### config.mk
export PLATFORM = sky130hd
export DESIGN_NAME = alu_seq
export DESIGN_NICKNAME = d
export VERILOG_FILES = /design/src/rtl/alu_seq_pkg.sv /design/src/rtl/alu_seq_iter.sv /design/src/rtl/alu_seq.sv
export SDC_FILE = /design/constraint.sdc
export NUM_CORES = 1
export LEC_CHECK = 0
export CORE_MARGIN = 4
export CORE_UTILIZATION = 39
export CTS_CLUSTER_DIAMETER = 150
export DETAILED_ROUTE_END_ITERATION = 7
export MAX_ROUTING_LAYER = met4
export RECOVER_POWER = 100
export SKIP_LAST_GASP = 1
export SLEW_MARGIN = 25
export SYNTH_ARGS = -nofsm -noshare
export SYNTH_HDL_FRONTEND = slang
export SYNTH_SLANG_ARGS = --single-unit
export TNS_END_PERCENT = 100
### constraint.sdc
create_clock -name clk -period 3.6 [get_ports clk]
set_input_delay 1.08 -clock clk [delete_from_list [all_inputs] [get_ports clk]]
set_output_delay 1.08 -clock clk [all_outputs]
set_load 0.03 [all_outputs]
### src/rtl/alu_seq_pkg.sv
// rtl/alu_seq_pkg.sv - shared types and operand-A select for the sequential ALU
package alu_seq_pkg;

  localparam int MAX_W = 32;

  typedef enum logic [1:0] {OP_ADD, OP_SUB, OP_MUL, OP_DIV} op_e;
  typedef enum logic [1:0] {ASEL_PASS, ASEL_CLR_MSB, ASEL_CLR_LSB, ASEL_AND} asel_e;
  typedef enum logic [1:0] {IDLE, CALC, DONE} state_e;

  // Operands arrive zero-extended to MAX_W; w is the live operand width.
  function automatic logic [MAX_W-1:0] sel_a(input logic [MAX_W-1:0] a,
                                             input logic [MAX_W-1:0] b,
                                             input asel_e            asel,
                                             input int               w);
    logic [MAX_W-1:0] msb;
    msb = MAX_W'(1) << (w - 1);
    case (asel)
      ASEL_PASS:    sel_a = a;
      ASEL_CLR_MSB: sel_a = a & ~msb;
      ASEL_CLR_LSB: sel_a = a & ~MAX_W'(1);
      ASEL_AND:     sel_a = a & b;
      default:      sel_a = a;
    endcase
  endfunction

endpackage

### src/rtl/alu_seq_iter.sv
// rtl/alu_seq_iter.sv - iterative shift-add multiply / restoring divide, MSB first
// done marks the final step cycle; result carries that step's value.
module alu_seq_iter
  import alu_seq_pkg::*;
#(
  parameter int WIDTH = 5,
  parameter int CNT_W = $clog2(WIDTH + 1)
) (
  input  logic               clk,
  input  logic               rst,
  input  logic               start,
  input  logic               op_div,
  input  logic [WIDTH-1:0]   a_op,
  input  logic [WIDTH-1:0]   b_op,
  output logic               done,
  output logic [2*WIDTH-1:0] result
);

  localparam int RW = 2 * WIDTH;

  logic [WIDTH-1:0] a_r, b_r;
  logic             div_r;
  logic             busy;
  logic [CNT_W-1:0] cnt;
  logic [RW-1:0]    acc, acc_next;
  logic [WIDTH-1:0] rem, rem_next;
  logic [WIDTH:0]   shifted, diff;
  logic             fits;

  // Restoring step: a negative trial difference means the divisor did not fit.
  always_comb begin
    shifted  = {rem, a_r[cnt]};
    diff     = shifted - {1'b0, b_r};
    fits     = ~diff[WIDTH];
    rem_next = fits ? diff[WIDTH-1:0] : shifted[WIDTH-1:0];
    if (div_r)
      acc_next = (acc << 1) | RW'(fits);
    else
      acc_next = (acc << 1) + (b_r[cnt] ? RW'(a_r) : '0);
  end

  assign done   = busy && (cnt == '0);
  assign result = acc_next;

  always_ff @(posedge clk) begin
    if (rst) begin
      a_r   <= '0;
      b_r   <= '0;
      div_r <= 1'b0;
      busy  <= 1'b0;
      cnt   <= '0;
      acc   <= '0;
      rem   <= '0;
    end else if (start) begin
      a_r   <= a_op;
      b_r   <= b_op;
      div_r <= op_div;
      busy  <= 1'b1;
      cnt   <= CNT_W'(WIDTH - 1);
      acc   <= '0;
      rem   <= '0;
    end else if (busy) begin
      acc <= acc_next;
      rem <= rem_next;
      cnt <= cnt - 1'b1;
      if (cnt == '0)
        busy <= 1'b0;
    end
  end

endmodule

### src/rtl/alu_seq.sv
// rtl/alu_seq.sv - handshaked multi-cycle ALU: FSM, add/sub path, divide-by-zero
// Optional div0 output port under ALU_SEQ_DIV0_FLAG_EN.
module alu_seq
  import alu_seq_pkg::*;
#(
  parameter int WIDTH = 5,
  parameter int CNT_W = $clog2(WIDTH + 1)
) (
  input  logic               clk,
  input  logic               rst,
  input  logic               in_valid,
  output logic               in_ready,
  input  logic [WIDTH-1:0]   a,
  input  logic [WIDTH-1:0]   b,
  input  logic [3:0]         control,
  output logic               out_valid,
  input  logic               out_ready,
  output logic [2*WIDTH-1:0] out
`ifdef ALU_SEQ_DIV0_FLAG_EN
  ,
  output logic               div0
`endif
);

  localparam int RW = 2 * WIDTH;

  state_e           state, state_nxt;
  op_e              op;
  logic             accept, b_zero, iter_start, iter_done;
  logic [MAX_W-1:0] a_sel_full;
  logic [WIDTH-1:0] a_sel;
  logic [RW-1:0]    iter_result;
  logic             unused_sel_hi;

  assign op            = op_e'(control[3:2]);
  assign a_sel_full    = sel_a(MAX_W'(a), MAX_W'(b), asel_e'(control[1:0]), WIDTH);
  assign a_sel         = a_sel_full[WIDTH-1:0];
  assign unused_sel_hi = ^a_sel_full[MAX_W-1:WIDTH];
  assign b_zero        = (b == '0);

  assign in_ready   = (state == IDLE);
  assign out_valid  = (state == DONE);
  assign accept     = in_valid && in_ready;
  // Divide by zero skips the iterator and answers all-ones immediately.
  assign iter_start = accept && ((op == OP_MUL) || ((op == OP_DIV) && !b_zero));

  alu_seq_iter #(.WIDTH(WIDTH), .CNT_W(CNT_W)) u_iter (
    .clk    (clk),
    .rst    (rst),
    .start  (iter_start),
    .op_div (op == OP_DIV),
    .a_op   (a_sel),
    .b_op   (b),
    .done   (iter_done),
    .result (iter_result)
  );

  always_ff @(posedge clk) begin
    if (rst) state <= IDLE;
    else     state <= state_nxt;
  end

  always_comb begin
    state_nxt = state;
    case (state)
      IDLE: if (accept) state_nxt = iter_start ? CALC : DONE;
      CALC: if (iter_done) state_nxt = DONE;
      DONE: if (out_ready) state_nxt = IDLE;
      default: state_nxt = IDLE;
    endcase
  end

  always_ff @(posedge clk) begin
    if (rst) begin
      out <= '0;
    end else if (accept && !iter_start) begin
      case (op)
        OP_ADD:  out <= RW'(a_sel) + RW'(b);
        OP_SUB:  out <= RW'(a_sel) - RW'(b);
        default: out <= '1;
      endcase
    end else if ((state == CALC) && iter_done) begin
      out <= iter_result;
    end
  end

`ifdef ALU_SEQ_DIV0_FLAG_EN
  always_ff @(posedge clk) begin
    if (rst)
      div0 <= 1'b0;
    else if (accept)
      div0 <= (op == OP_DIV) && b_zero;
    else if (out_valid && out_ready)
      div0 <= 1'b0;
  end
`endif

endmodule
==> run_results.csv <==
group,metric,value,unit
placement,post-dp-hpwl,4965,um
cells_and_area,diodes,0,
yosys,syn_avg_cell_area,8.351,um^2
yosys,synth_edf_count,0,
placement,gp_congestion,0.9128,
placement,port_buffers,29,
timing,setup_slack,0.4116,ns
yosys,ys_seq_elements,41,
yosys,ys.flop_type,"dfxtp_1",
cells_and_area,multi_input_area,1723,um^2
cells_and_area,drive_gt1_share,6.648,%
drt,first_iter_violations,116,
timing,finalCritPeriodShare,88.57,%
run,max-cap-violations,0,
cells_and_area,regArea,820.8,um^2
timing,hold_violations,0,
yosys,synth.distinct_cells,48,
hold_path,hp-class,"reg -> reg",
yosys,syn_nets,369,
worst_setup_path,crit_start,"control[1]",
timing,clock_skew,0.008305,ns
die,rows,30,
cells_and_area,fin_cells,457,
timing,rsz0062_at_grt,"no",
placement,pre_cts_ws,0.1815,ns
global_route,grt_pass1_wl,10930,um
timing,post-route-min-period,3.188,ns
drt,wirelength,6235,um
status,status,"finished clean",
yosys,synthArstFlopShare,0,%
clock_tree,cts_root_buffer,"clkbuf_8",
pwr,p_leak,1.351,nW
drt,vias_per_cell,5.103,
clock_tree,ctsHoldBuffers,0,
yosys,yosysWarnings,0,
pwr,powerDensity,388.0,nW/um^2
timing,final_max_slew_viol_count,0,
die,io_pins,30,
yosys,ys_seq_area_share,29.87,%
die,core,6832,um^2
clock_tree,cts_resized,0,
cells_and_area,post-route-util,47.45,%
die,dieArea,8452,um^2
clock_tree,cts_tree,"yes",
timing,tns,0,ns
clock_tree,cts_htree_levels,2,
global_route,grt_overflow,0,
timing,whs,0.4646,ns
timing,worst_pin_slew,1.170,ns
global_route,grt_max_degree,31,
worst_setup_path,cp-end-kind,"flop",
pwr,max-vdd-ir-drop,0.1526,mV
drt,vias,2332,
yosys,syn_area,2748,um^2
worst_setup_path,worstPathRequired,3.83,ns
worst_setup_path,crit_fanout,3,
worst_setup_path,path_class,"in -> reg",
die,start_util,40.22,%
cells_and_area,nNetsFinal,400,
clock_tree,clockBufferDepth,2,
placement,dp.cells,449,
global_route,grtUsageTotal,16.21,%
die,die_y,91.94,um
die,die_x,91.94,um
cells_and_area,stdcell_area,3242,um^2
drt,wl_per_cell,13.64,um
cells_and_area,fill_cells,695,
global_route,grt_pass1_vias,2263,
global_route,antenna_found_initial,0,
worst_setup_path,cp.arrival,3.42,ns
timing,relSlewSlack,21.55,%
hold_path,min-delay-start,"out[4]",
clock_tree,cts.sinks,41,
timing,fmax,0.3136,GHz
clock_tree,post_cts_buffers,0,
clock_tree,path_clk_slew,0.08,ns
drt,drc,0,
placement,placed_area,3154,um^2
pwr,p_total,1.258,mW
worst_setup_path,worstReg2RegStart,"u_iter.cnt[0]",
drt,antenna_left,0,
worst_setup_path,cp-start-kind,"primary input",
yosys,postSynthCellCount,329,
clock_tree,clk_latency,0.30,ns
drt,dr.pass1.iters,4,
timing,finalSetupViolCount,0,
clock_tree,cts_buffers,5,
cells_and_area,syn_to_final_growth,17.99,%
-- worst paths after layout --
| check | endpoint | slack (ns) | cells past startpoint |
|---|---|---|---|
| max | out[4] | 0.41 | 13 |
| min | out[4] | 0.46 | 2 |
| max reg2reg | out[5] | 0.46 | 13 |
| min reg2reg | out[4] | 0.46 | 2 |
-- cell families after synthesis --
group                    synth area share, %
multiplexers                           7.286
XOR/XNOR                               4.782
adder cells (fa/ha/maj)                10.84
AO/OA/AOI/OAI                          20.95
AND/OR/NAND/NOR                        20.40
flip-flops                             29.87
buffers and inverters                  5.874
-- sequential cells by signal, indices dropped and copies added, names as in the netlist --
signal	flops
out	10
state	2
u_iter.a_r	5
u_iter.acc	9
u_iter.b_r	5
u_iter.busy	1
u_iter.cnt	3
u_iter.div_r	1
u_iter.rem	5
-- cell usage in the layout, fill, tap and decap left out, types with 3 or more instances in the layout --
cell	n
dfxtp_1	41
nor2_1	39
nand2_1	32
a21oi_1	23
inv_1	22
mux2i_1	20
ha_1	19
clkdlybuf4s50_1	15
dlygate4sd3_1	14
a211oi_1	13
nand2b_1	12
o21ai_0	10
xor2_1	9
buf_4	9
nand3_1	8
a31oi_1	7
xnor2_1	6
a21o_1	5
clkbuf_8	5
a221oi_1	4
o21a_1	3
nor3b_1	3
nor3_1	3
fa_1	3
-- where the power goes --
| part | internal (mW) | switching (mW) | total, mW |
|---|---|---|---|
| Combinational | 0.136 | 0.170 | 0.307 |
| Clock | 0.276 | 0.166 | 0.441 |
| Sequential | 0.482 | 0.0283 | 0.510 |
-- synth_stat cells, drive strengths merged (2+ instances only) --
| master | number | area, um^2 |
|---|---|---|
| a2111oi | 2 | 42.54 |
| a211o | 2 | 17.52 |
| a211oi | 14 | 127.6 |
| a21o | 6 | 46.30 |
| a21oi | 23 | 115.1 |
| a221oi | 4 | 35.03 |
| a31oi | 7 | 43.79 |
| and2 | 4 | 25.02 |
| buf | 9 | 56.30 |
| clkbuf | 6 | 22.52 |
| dfxtp | 41 | 820.8 |
| fa | 3 | 60.06 |
| ha | 19 | 237.7 |
| inv | 22 | 82.58 |
| mux2i | 20 | 200.2 |
| nand2 | 33 | 126.4 |
| nand2b | 12 | 75.07 |
| nand3 | 8 | 40.04 |
| nand3b | 3 | 35.03 |
| nor2 | 39 | 146.4 |
| nor2b | 2 | 12.51 |
| nor3 | 3 | 15.01 |
| nor3b | 5 | 53.80 |
| o21a | 3 | 22.52 |
| o21ai | 11 | 58.81 |
| o21bai | 2 | 15.01 |
| o22ai | 2 | 12.51 |
| o31ai | 2 | 15.01 |
| xnor2 | 6 | 52.55 |
| xor2 | 9 | 78.83 |
-- layout make-up --
class	count	area share (%)
multi-input cells	251	53.15
clock buffers	5	2.123
well taps	96	3.705
repair buffers	39	11.15
inverters	22	2.547
clock inverters	3	2.007
flip-flops and latches	41	25.32
-- worst max-delay path, cell delays in order --
cell and delay (ns):
dlygate4sd3_1 0.57, nand2_1 0.09, o21ai_0 0.23, inv_1 0.07, ha_1 0.27, inv_1 0.06, ha_1 0.19, a21oi_1 0.16
nor3_1 0.06, o31ai_1 0.25, xor2_1 0.17, o22ai_1 0.09, a21oi_1 0.12
-- per-layer routing --
metal	GRT usage (%)	share of wire, %	vias up
met4	4.455	0.85	0
li1	-	-	1209
met1	21.24	49	1081
met3	2.215	2.7	4
met5	-	0	-
met2	26.28	48	38
No activity file was read; power rests on OpenSTA's default activity.
